==> config.mk <==
export PLATFORM = sky130hd
export DESIGN_NAME = deserializer_fifo
export DESIGN_NICKNAME = d
export VERILOG_FILES = /design/src/rtl/deserializer_fifo.sv
export SDC_FILE = /design/constraint.sdc
export NUM_CORES = 1
export LEC_CHECK = 0
export ABC_CLOCK_PERIOD_IN_PS = 3500
export CORE_ASPECT_RATIO = 0.7
export CORE_UTILIZATION = 25
export DETAILED_ROUTE_END_ITERATION = 7
export PLACE_DENSITY = 0.51
export SLEW_MARGIN = 20
export SYNTH_ARGS = -nofsm -noshare
export SYNTH_HDL_FRONTEND = slang
export SYNTH_SLANG_ARGS = --single-unit
==> constraint.sdc <==
create_clock -name clk_100mhz -period 3.5 [get_ports clk_100mhz]
set_clock_uncertainty 0.05 [all_clocks]
set_input_delay 0.875 -clock clk_100mhz [delete_from_list [all_inputs] [get_ports clk_100mhz]]
set_output_delay 0.875 -clock clk_100mhz [all_outputs]
set_load 0.03 [all_outputs]
==> src/rtl/deserializer_fifo.sv <==
// Serial-to-parallel word assembler feeding a DEPTH-entry show-ahead FIFO.
// Bits are accepted only while the FIFO has room; words pop on ack_in.
module deserializer_fifo #(
  parameter int WIDTH     = 8,
  parameter int DEPTH     = 4,
  parameter int MSB_FIRST = 1
) (
  input  logic                           clk_100mhz,
  input  logic                           reset_n,
  input  logic                           data_in,
  input  logic                           write_in,
  input  logic                           ack_in,
  input  logic                           clear_in,
  output logic [WIDTH-1:0]               data_out,
  output logic                           data_ready,
  output logic                           status_out,
  output logic [$clog2(DEPTH+1)-1:0]     fifo_count,
  output logic                           overflow_out
);

  localparam int PW = $clog2(DEPTH);
  localparam int CW = $clog2(DEPTH+1);
  localparam int BW = $clog2(WIDTH);

  // Partial word never holds more than WIDTH-1 bits; the last bit goes straight into the word.
  logic [WIDTH-2:0] shift_reg, shift_next;
  logic [BW-1:0]    bit_cnt_reg, bit_cnt_next;
  logic [PW-1:0]    wr_ptr_reg, wr_ptr_next;
  logic [PW-1:0]    rd_ptr_reg, rd_ptr_next;
  logic [CW-1:0]    count_reg, count_next;
  logic             overflow_reg, overflow_next;
  logic [WIDTH-1:0] word_next;
  logic [WIDTH-2:0] shift_adv;
  logic             accept, push, pop;
  logic [WIDTH-1:0] mem [DEPTH];

  generate
    if (MSB_FIRST != 0) begin : g_msb
      assign word_next = {shift_reg, data_in};
      assign shift_adv = word_next[WIDTH-2:0];
    end else begin : g_lsb
      assign word_next = {data_in, shift_reg};
      assign shift_adv = word_next[WIDTH-1:1];
    end
  endgenerate

  always_comb begin
    status_out    = (count_reg != CW'(DEPTH));
    data_ready    = (count_reg != '0);
    accept        = write_in & status_out & ~clear_in;
    push          = accept & (bit_cnt_reg == BW'(WIDTH-1));
    pop           = ack_in & data_ready & ~clear_in;
    shift_next    = shift_reg;
    bit_cnt_next  = bit_cnt_reg;
    wr_ptr_next   = wr_ptr_reg;
    rd_ptr_next   = rd_ptr_reg;
    count_next    = count_reg;
    overflow_next = overflow_reg;
    if (clear_in) begin
      shift_next    = '0;
      bit_cnt_next  = '0;
      wr_ptr_next   = '0;
      rd_ptr_next   = '0;
      count_next    = '0;
      overflow_next = 1'b0;
    end else begin
      if (accept) begin
        shift_next   = shift_adv;
        bit_cnt_next = push ? '0 : bit_cnt_reg + BW'(1);
      end
      if (write_in && !status_out)
        overflow_next = 1'b1;
      if (push)
        wr_ptr_next = wr_ptr_reg + PW'(1);
      if (pop)
        rd_ptr_next = rd_ptr_reg + PW'(1);
      case ({push, pop})
        2'b10:   count_next = count_reg + CW'(1);
        2'b01:   count_next = count_reg - CW'(1);
        default: count_next = count_reg;
      endcase
    end
  end

  always_ff @(posedge clk_100mhz or negedge reset_n) begin
    if (!reset_n) begin
      shift_reg    <= '0;
      bit_cnt_reg  <= '0;
      wr_ptr_reg   <= '0;
      rd_ptr_reg   <= '0;
      count_reg    <= '0;
      overflow_reg <= 1'b0;
    end else begin
      shift_reg    <= shift_next;
      bit_cnt_reg  <= bit_cnt_next;
      wr_ptr_reg   <= wr_ptr_next;
      rd_ptr_reg   <= rd_ptr_next;
      count_reg    <= count_next;
      overflow_reg <= overflow_next;
    end
  end

  // Storage needs no reset: stale entries are masked by data_ready.
  always_ff @(posedge clk_100mhz) begin
    if (push)
      mem[wr_ptr_reg] <= word_next;
  end

  assign data_out     = data_ready ? mem[rd_ptr_reg] : '0;
  assign fifo_count   = count_reg;
  assign overflow_out = overflow_reg;

endmodule

==> results of run 1 <==
synth_stat cells, drive strengths merged, types with 2 or more instances:
master  count  area share (%)
xor2        2            0.80
xnor2       2             1.1
or3         2            0.80
nand3      11             3.1
mux2        2             1.2
nand2      12             2.4
nand2b      2            0.57
mux4        8             8.2
buf         3            0.63
clkbuf      6             1.0
and2        8             2.3
nor2b       2            0.57
nor3b       6             2.3
nor2        8             1.4
a21oi      11             2.5
edfxtp     32              44
inv         3            0.51
mux2i       2            0.91
ha          6             3.4
dfrtp      18              20
worst min-delay path, cell delays in order (launching register included):
cell	delay, ps
dfrtp_1	350
a21oi_1	40
nor2_1	80
through the flow:
stage	hold slack, ps	area, um^2
4_1_cts	467	2740
5_1_grt	481	2740
3_3_place_gp	451	2570
3_5_place_dp	447	2570
2_1_floorplan	426	2200
6_report	461	2740
layout make-up:
class                      count  area [um^2]  area share [%]
clock buffer                   5          125            4.56
clock inverter                 3         48.8            1.78
inverter                       3         11.3           0.410
multi-input combinational     88          742            27.0
sequential                    50         1410            51.4
tap                          120          150            5.47
timing repair buffer          26          255            9.30
report_power, final:
group          internal (mW)  switching, mW
combinational         0.0136         0.0223
sequential             0.628        0.00352
clock                  0.342          0.219
kinds of logic (layout without fill, tap and decap cells):
logic type,after synthesis,after routing
adder cells (fa/ha/maj),7,7
multiplexers,12,12
AO/OA/AOI/OAI,12,12
AND/OR/NAND/NOR,53,53
flip-flops,50,50
XOR/XNOR,4,4
buffers and inverters,12,37
final timing paths:
check                                                 end  cells past startpoint
worst max-delay path                          data_out[5]                      4
worst min-delay path             overflow_out$_DFFE_PN0P_                      2
worst max register to register  fifo_count[2]$_DFFE_PN0P_                      8
worst min register to register   overflow_out$_DFFE_PN0P_                      2
max in group asynchronous        shift_reg[5]$_DFFE_PN0P_                      1
min in group asynchronous       fifo_count[0]$_DFFE_PN0P_                      1
per-layer routing:
| layer | GRT usage (%) | vias to the layer above | wire length (um) |
|---|---|---|---|
| met5 | 0 | - | 0 |
| met4 | 3.12 | 0 | 21 |
| met3 | 2.72 | 4 | 119 |
| met2 | 14.8 | 13 | 1790 |
| met1 | 13.3 | 608 | 2110 |
| li1 | - | 590 | - |
cell usage in the layout (no fill, tap or decap), types with 2 or more instances in the layout:
cell,netlist,final
ha_1,6,6
dfrtp_1,18,18
nand2b_1,2,2
and2_1,8,8
nand2_1,11,11
nor3b_1,5,5
clkdlybuf4s50_1,0,19
inv_1,2,2
nand3_1,10,10
mux2i_1,2,2
xor2_1,2,2
edfxtp_1,32,32
mux4_2,8,8
a21oi_1,11,11
nor2b_1,2,2
nor2_1,8,8
clkbuf_16,0,5
buf_4,0,6
==> summary.txt, run 1 <==
Route
  – Post-Route WL: just over 4000 um
  – Antenna-violating nets left: 0
  – WL/cell: roughly 14 um
  – Routed via count: ~1200
  – Vias/cell: a little over 4
  – DRC: 0
  – DR pass1 iterations: 4
  – DRT iter0 DRCs: 56

Global route
  – Initial antenna violation count: 0
  – Gr usage total: approximately a tenth
  – Vias in the first global route: about 1200
  – Total grt overflow: 0
  – First-pass GRT wire length: around 6600 um
  – Largest net degree at the start of global routing: 26

Critical path
  – Req. time, crit path: roughly 2600 ps
  – CP Capture Type: output pin
  – Slowest cell on crit path: clkdlybuf4s50_1
  – Critical path's top delay family: buffers and inverters
  – R2R setup slack: approximately 1100 ps
  – CP startpoint kind: flip-flop
  – Sum of buffers and inverters on the critical path: 2
  – Crit Path Class: reg -> out
  – CP Cell Sequence: buf_12 > mux4_2 > and2_1 > clkdlybuf4s50_1
  – CP Launch Point: rd_ptr_reg[0]$_DFFE_PN0P_
  – Worst R2R Start: fifo_count[0]$_DFFE_PN0P_
  – WP data arrival: 2270 ps
  – Worst path max stage delay: between 500 and 600 ps
  – Crit-path max FO: 6

Power and ir drop
  – Final Power: ~1.2 mW
  – Leak Pwr: 1.01 nW
  – Worst vdd ir: between 150 and 200 uV
  – P per Cell Area: about 450 mW/mm^2

Timing
  – Final min period: ~3200 ps
  – Tcrit/Tclk final: 91.3%
  – Final Max Tran Viols: 0
  – Final setup margin: 306 ps
  – Worst Tran Pin Value: 866 ps
  – Fmax: roughly 310 MHz
  – RSZ-0062 raised after global routing: false
  – Final hold vios: 0
  – Setup TNS Final: 0 ps
  – Slew HR: between 40% and 50%
  – Setup violators final: 0

Floorplan
  – Die boundary width: ~110 um
  – Height of the die: between 80 and 90 um
  – Row cnt: 28
  – Die Footprint: between 0.009 and 0.01 mm^2
  – Initial Utilization: 26.0%
  – Core Area: between 0.008 and 0.009 mm^2
  – # IOs: 20

Run status
  – Outcome: completed

Cells and area
  – Post-layout util: about a third
  – Layout cells sized above 1: 17.7%
  – Max reg flops: 32
  – Synthesis-to-layout area growth: 24.7%
  – # diodes: 0
  – Fillers: ~870
  – Final nets: 187
  – Fin cells: roughly 300

Place
  – HPWL after detailed placement: about 2700 um
  – IO Port Bufs: 19
  – Final GP Congestion: 0.703
  – Placed cells: between 200 and 300
  – Dpl ws: 500 ps

Clock network
  – Reg clk slew, reported paths: 70 ps
  – Cts hold-fix bufs: 0
  – Post-CTS Setup Inserts: 0
  – CTS Buf Count: 5
  – Clk sink count: 50
  – H-tree Lvls: 2
  – Clock root cell: clkbuf_16
  – CTS tree: built
  – Clk Latency, worst-skew pair: between 200 and 300 ps
  – Cts repair resizes: 0
  – CTS max path bufs: 2

Synthesis
  – Synth Area in Simple Gates: between 10 and 15%
  – Cells after Synth: 150
  – Seq/Total Area, Yosys: roughly 64%
  – Flops & latches, synth: 50
  – Synth Area per Inst: 14.7 um^2
  – Synth Area in Adders: about 4.3%
  – Main combinational cell family by area after synthesis: simple AND/OR/NAND/NOR gates
  – Post-synthesis compound-gate area fraction: 3.07%
  – Cell area after synthesis: approximately 0.0022 mm^2
  – Asr flop ratio synth: a little over a third
  – Syn. warnings: 0
  – Post-synthesis mux area share: 10.3%
  – Ys flop type: edfxtp_1
  – Post-synth EDFFs: 32
  – Net Count, Synth: about 160
  – Xor/xnor cell area share of the yosys netlist: between 1.5 and 2%
  – Netlist cell types: 32

Worst hold path
  – Hold Crit Class: reg -> reg
  – Min-delay src: overflow_out$_DFFE_PN0P_

Run
  – Maxcap violations: 0
No activity file was read; power rests on OpenSTA's default activity.
==> run 2, diff against run 1 <==
Settings changed: CORE_UTILIZATION 25 to 60, PLACE_DENSITY 0.51 to 0.93.
==> run 2 against run 1 <==
Net effect: setup slack got worse by 150 ps; core utilization increased by 44 points; sequential cell count unchanged; first-iteration DRC count increased by 36%; clock-buffer cell count unchanged; critical path type unchanged; largest cell class unchanged; highest routed layer unchanged.
==> summary.txt, run 2 (same netlist as run 1, synthesis figures left out) <==
Global route
  – Vias in the first global route: 1412 (+21%)
  – Total grt overflow: 0 (unchanged)
  – Gr usage total: 26.1% (+16 points)
  – First-pass GRT wire length: 6880 um (+4.5%)
  – Largest net degree at the start of global routing: 26 (unchanged)
  – Initial antenna violation count: 0 (unchanged)

Power and ir drop
  – P per Cell Area: 388 mW/mm^2 (-13%)
  – Combinational group share of total power: 3.5% (+0.6 points)
  – Clock Power Share: 32.5% (-13 points)
  – Switching share of power: 21.2% (+1.2 points)
  – Leak Pwr: 0.964 nW (-4.6%)
  – Pint: 778 uW (-21%)
  – Worst vdd ir: 306 uV (+59%)
  – Final Power: 987 uW (-20%)
  – Register share of total power: 64.0% (+13 points)
  – Sw power: 209 uW (-15%)

Route
  – Met1 WL: 1800 um (-15%)
  – Post-Route WL: 4350 um (+7.6%)
  – DR WL met2: 2280 um (+27%)
  – DR pass1 iterations: 4 (unchanged)
  – Top routing layer used: met4
  – Vias/cell: 5.86 (+42%)
  – DRC: 0 (unchanged)
  – DRT iter0 DRCs: 76 (+36%)
  – Met3 WL: 178 um (+50%)
  – WL/cell: 19.7 um (+44%)
  – Antenna-violating nets left: 0 (unchanged)
  – Routed via count: 1296 (+6.7%)

Worst hold path
  – Hold Path Depth: 2 (unchanged)
  – Hold Crit Class: reg -> reg
  – Min-delay src: overflow_out$_DFFE_PN0P_
  – Hold worst-path end: overflow_out$_DFFE_PN0P_

Critical path
  – Worst R2R Start: fifo_count[1]$_DFFE_PN0P_
  – Crit-path max FO: 10 (+4)
  – Crit Path Class: reg -> out
  – Req. time, crit path: 2570 ps (about the same)
  – CP startpoint kind: flip-flop
  – CP Capture Type: output pin
  – WP data arrival: 2420 ps (+150 ps)
  – Worst-case reg-to-reg path depth: 9 (+1)
  – R2R setup slack: 990 ps (-70 ps)
  – R2r endpoint: fifo_count[2]$_DFFE_PN0P_

Clock network
  – Clk sink count: 50 (unchanged)
  – Post-CTS Setup Inserts: 0 (unchanged)
  – Clock root cell: clkbuf_8
  – H-tree Lvls: 2 (unchanged)
  – CTS Buf Count: 5 (unchanged)
  – Cts hold-fix bufs: 0 (unchanged)
  – CTS tree: built
  – Clk Latency, worst-skew pair: 310 ps (+20 ps)
  – CTS max path bufs: 2 (unchanged)
  – Reg clk slew, reported paths: 90 ps (+20 ps)
  – Cts repair resizes: 0 (unchanged)

Timing
  – Setup violators final: 0 (unchanged)
  – Setup TNS Final: 0 ps (unchanged)
  – Final setup margin: 155 ps (-151 ps)
  – Final Max Tran Viols: 0 (unchanged)
  – RSZ-0062 raised after global routing: false
  – Fmax: 299 MHz (-4.5%)
  – Tcrit/Tclk final: 95.6% (+4.3 points)
  – Worst Tran Pin Value: 804 ps (-61.6 ps)
  – Slew HR: 46.2% (+4.1 points)
  – Final min period: 3340 ps (+151 ps)
  – Final hold vios: 0 (unchanged)

Run
  – Maxcap violations: 0 (unchanged)

Floorplan
  – Core Area: 0.00332 mm^2 (-61%)
  – Row cnt: 17 (-39%)
  – # IOs: 20 (unchanged)
  – Height of the die: 52.7 um (-35%)
  – Initial Utilization: 66.3% (+40 points)
  – Die Footprint: 0.00392 mm^2 (-57%)
  – Die boundary width: 74.4 um (-35%)

Place
  – Dpl ws: 451 ps (-49.0 ps)
  – IO Port Bufs: 19 (unchanged)
  – HPWL after detailed placement: 3030 um (+11%)
  – Final GP Congestion: 0.816 (+16%)

Cells and area
  – Fillers: 202 (-77%)
  – # diodes: 0 (unchanged)
  – Layout cells sized above 1: 16.1% (-1.6 points)
  – Synthesis-to-layout area growth: 15.6%
  – Multi-input logic area: 742 um^2 (unchanged)
  – Reg area: 0.00141 mm^2 (unchanged)
  – Max reg flops: 32 (unchanged)
  – Commonest cells after routing, fill and taps aside: edfxtp_1 (32), clkdlybuf4s50_1 (19), dfrtp_1 (18)
  – Final nets: 186 (-0.53%)
  – Most common cell after layout, fill and taps aside: edfxtp_1

Run status
  – Outcome: completed
==> run 2: cell count changes in the layout (fill, tap and decap cells not counted) <==
cell / change
clkbuf_8: +5
clkbuf_16: -5
clkinvlp_4: -1
clkinv_1: +2
bufinv_16: -1
clkinv_4: +1
buf_12: -1
inv_8: -1
==> run 2: final cells by class <==
class / count / share of cell area [%]
Clock buffer: 5 / 2.71
Clock inverter: 3 / 0.639
Inverter: 3 / 0.443
Multi-Input combinational cell: 88 / 29.2
Sequential cell: 50 / 55.5
Tap cell: 47 / 2.31
Timing Repair Buffer: 25 / 9.25
==> run 2: metrics by stage <==
step	instance area (um^2)	cells	utilization [%]	hold WS, ps
6_report	2540	221	76.7	451
2_1_floorplan	2200	150	-	426
4_1_cts	2540	221	76.7	454
5_1_grt	2540	221	76.7	511
3_3_place_gp	2460	213	74.1	430
3_5_place_dp	2460	213	74.1	435
==> run 2: worst max-delay path by stage <==
stage | startpoint | end | slack, ps
after CTS | rd_ptr_reg[0]$_DFFE_PN0P_ | data_out[6] | 140
after global placement | rd_ptr_reg[0]$_DFFE_PN0P_ | data_out[1] | 550
after floorplan | clear_in | fifo_count[2]$_DFFE_PN0P_ | 880
after global routing | rd_ptr_reg[0]$_DFFE_PN0P_ | data_out[6] | 80
after detailed placement | write_in | fifo_count[2]$_DFFE_PN0P_ | 450
final | rd_ptr_reg[0]$_DFFE_PN0P_ | data_out[6] | 160
==> run 2: layer usage <==
layer	vias up	track usage (%)
li1	592	-
met1	651	32.7
met2	44	44.1
met3	9	4.04
met4	0	13.8
met5	-	0
==> run 2: power groups by stage <==
stage	clock (mW)	combinational, mW	sequential, mW
CTS	0.317	0.0354	0.631
detailed placement	0	0.0351	0.644
global placement	0	0.0329	0.644
floorplan	0	0.0173	0.643
global route	0.340	0.0385	0.632
finish	0.321	0.0350	0.631
==> run 2: critical path: stages, from the launching register on <==
cell	delay [ps]
dfrtp_1	730
mux4_2	580
and2_1	180
clkdlybuf4s50_1	610
==> run 3, diff against run 2 <==
Settings changed: HOLD_SLACK_MARGIN from default to 0.15.
==> results of run 3 <==
The final DEF is identical to that of run 2; final timing and power are the same.
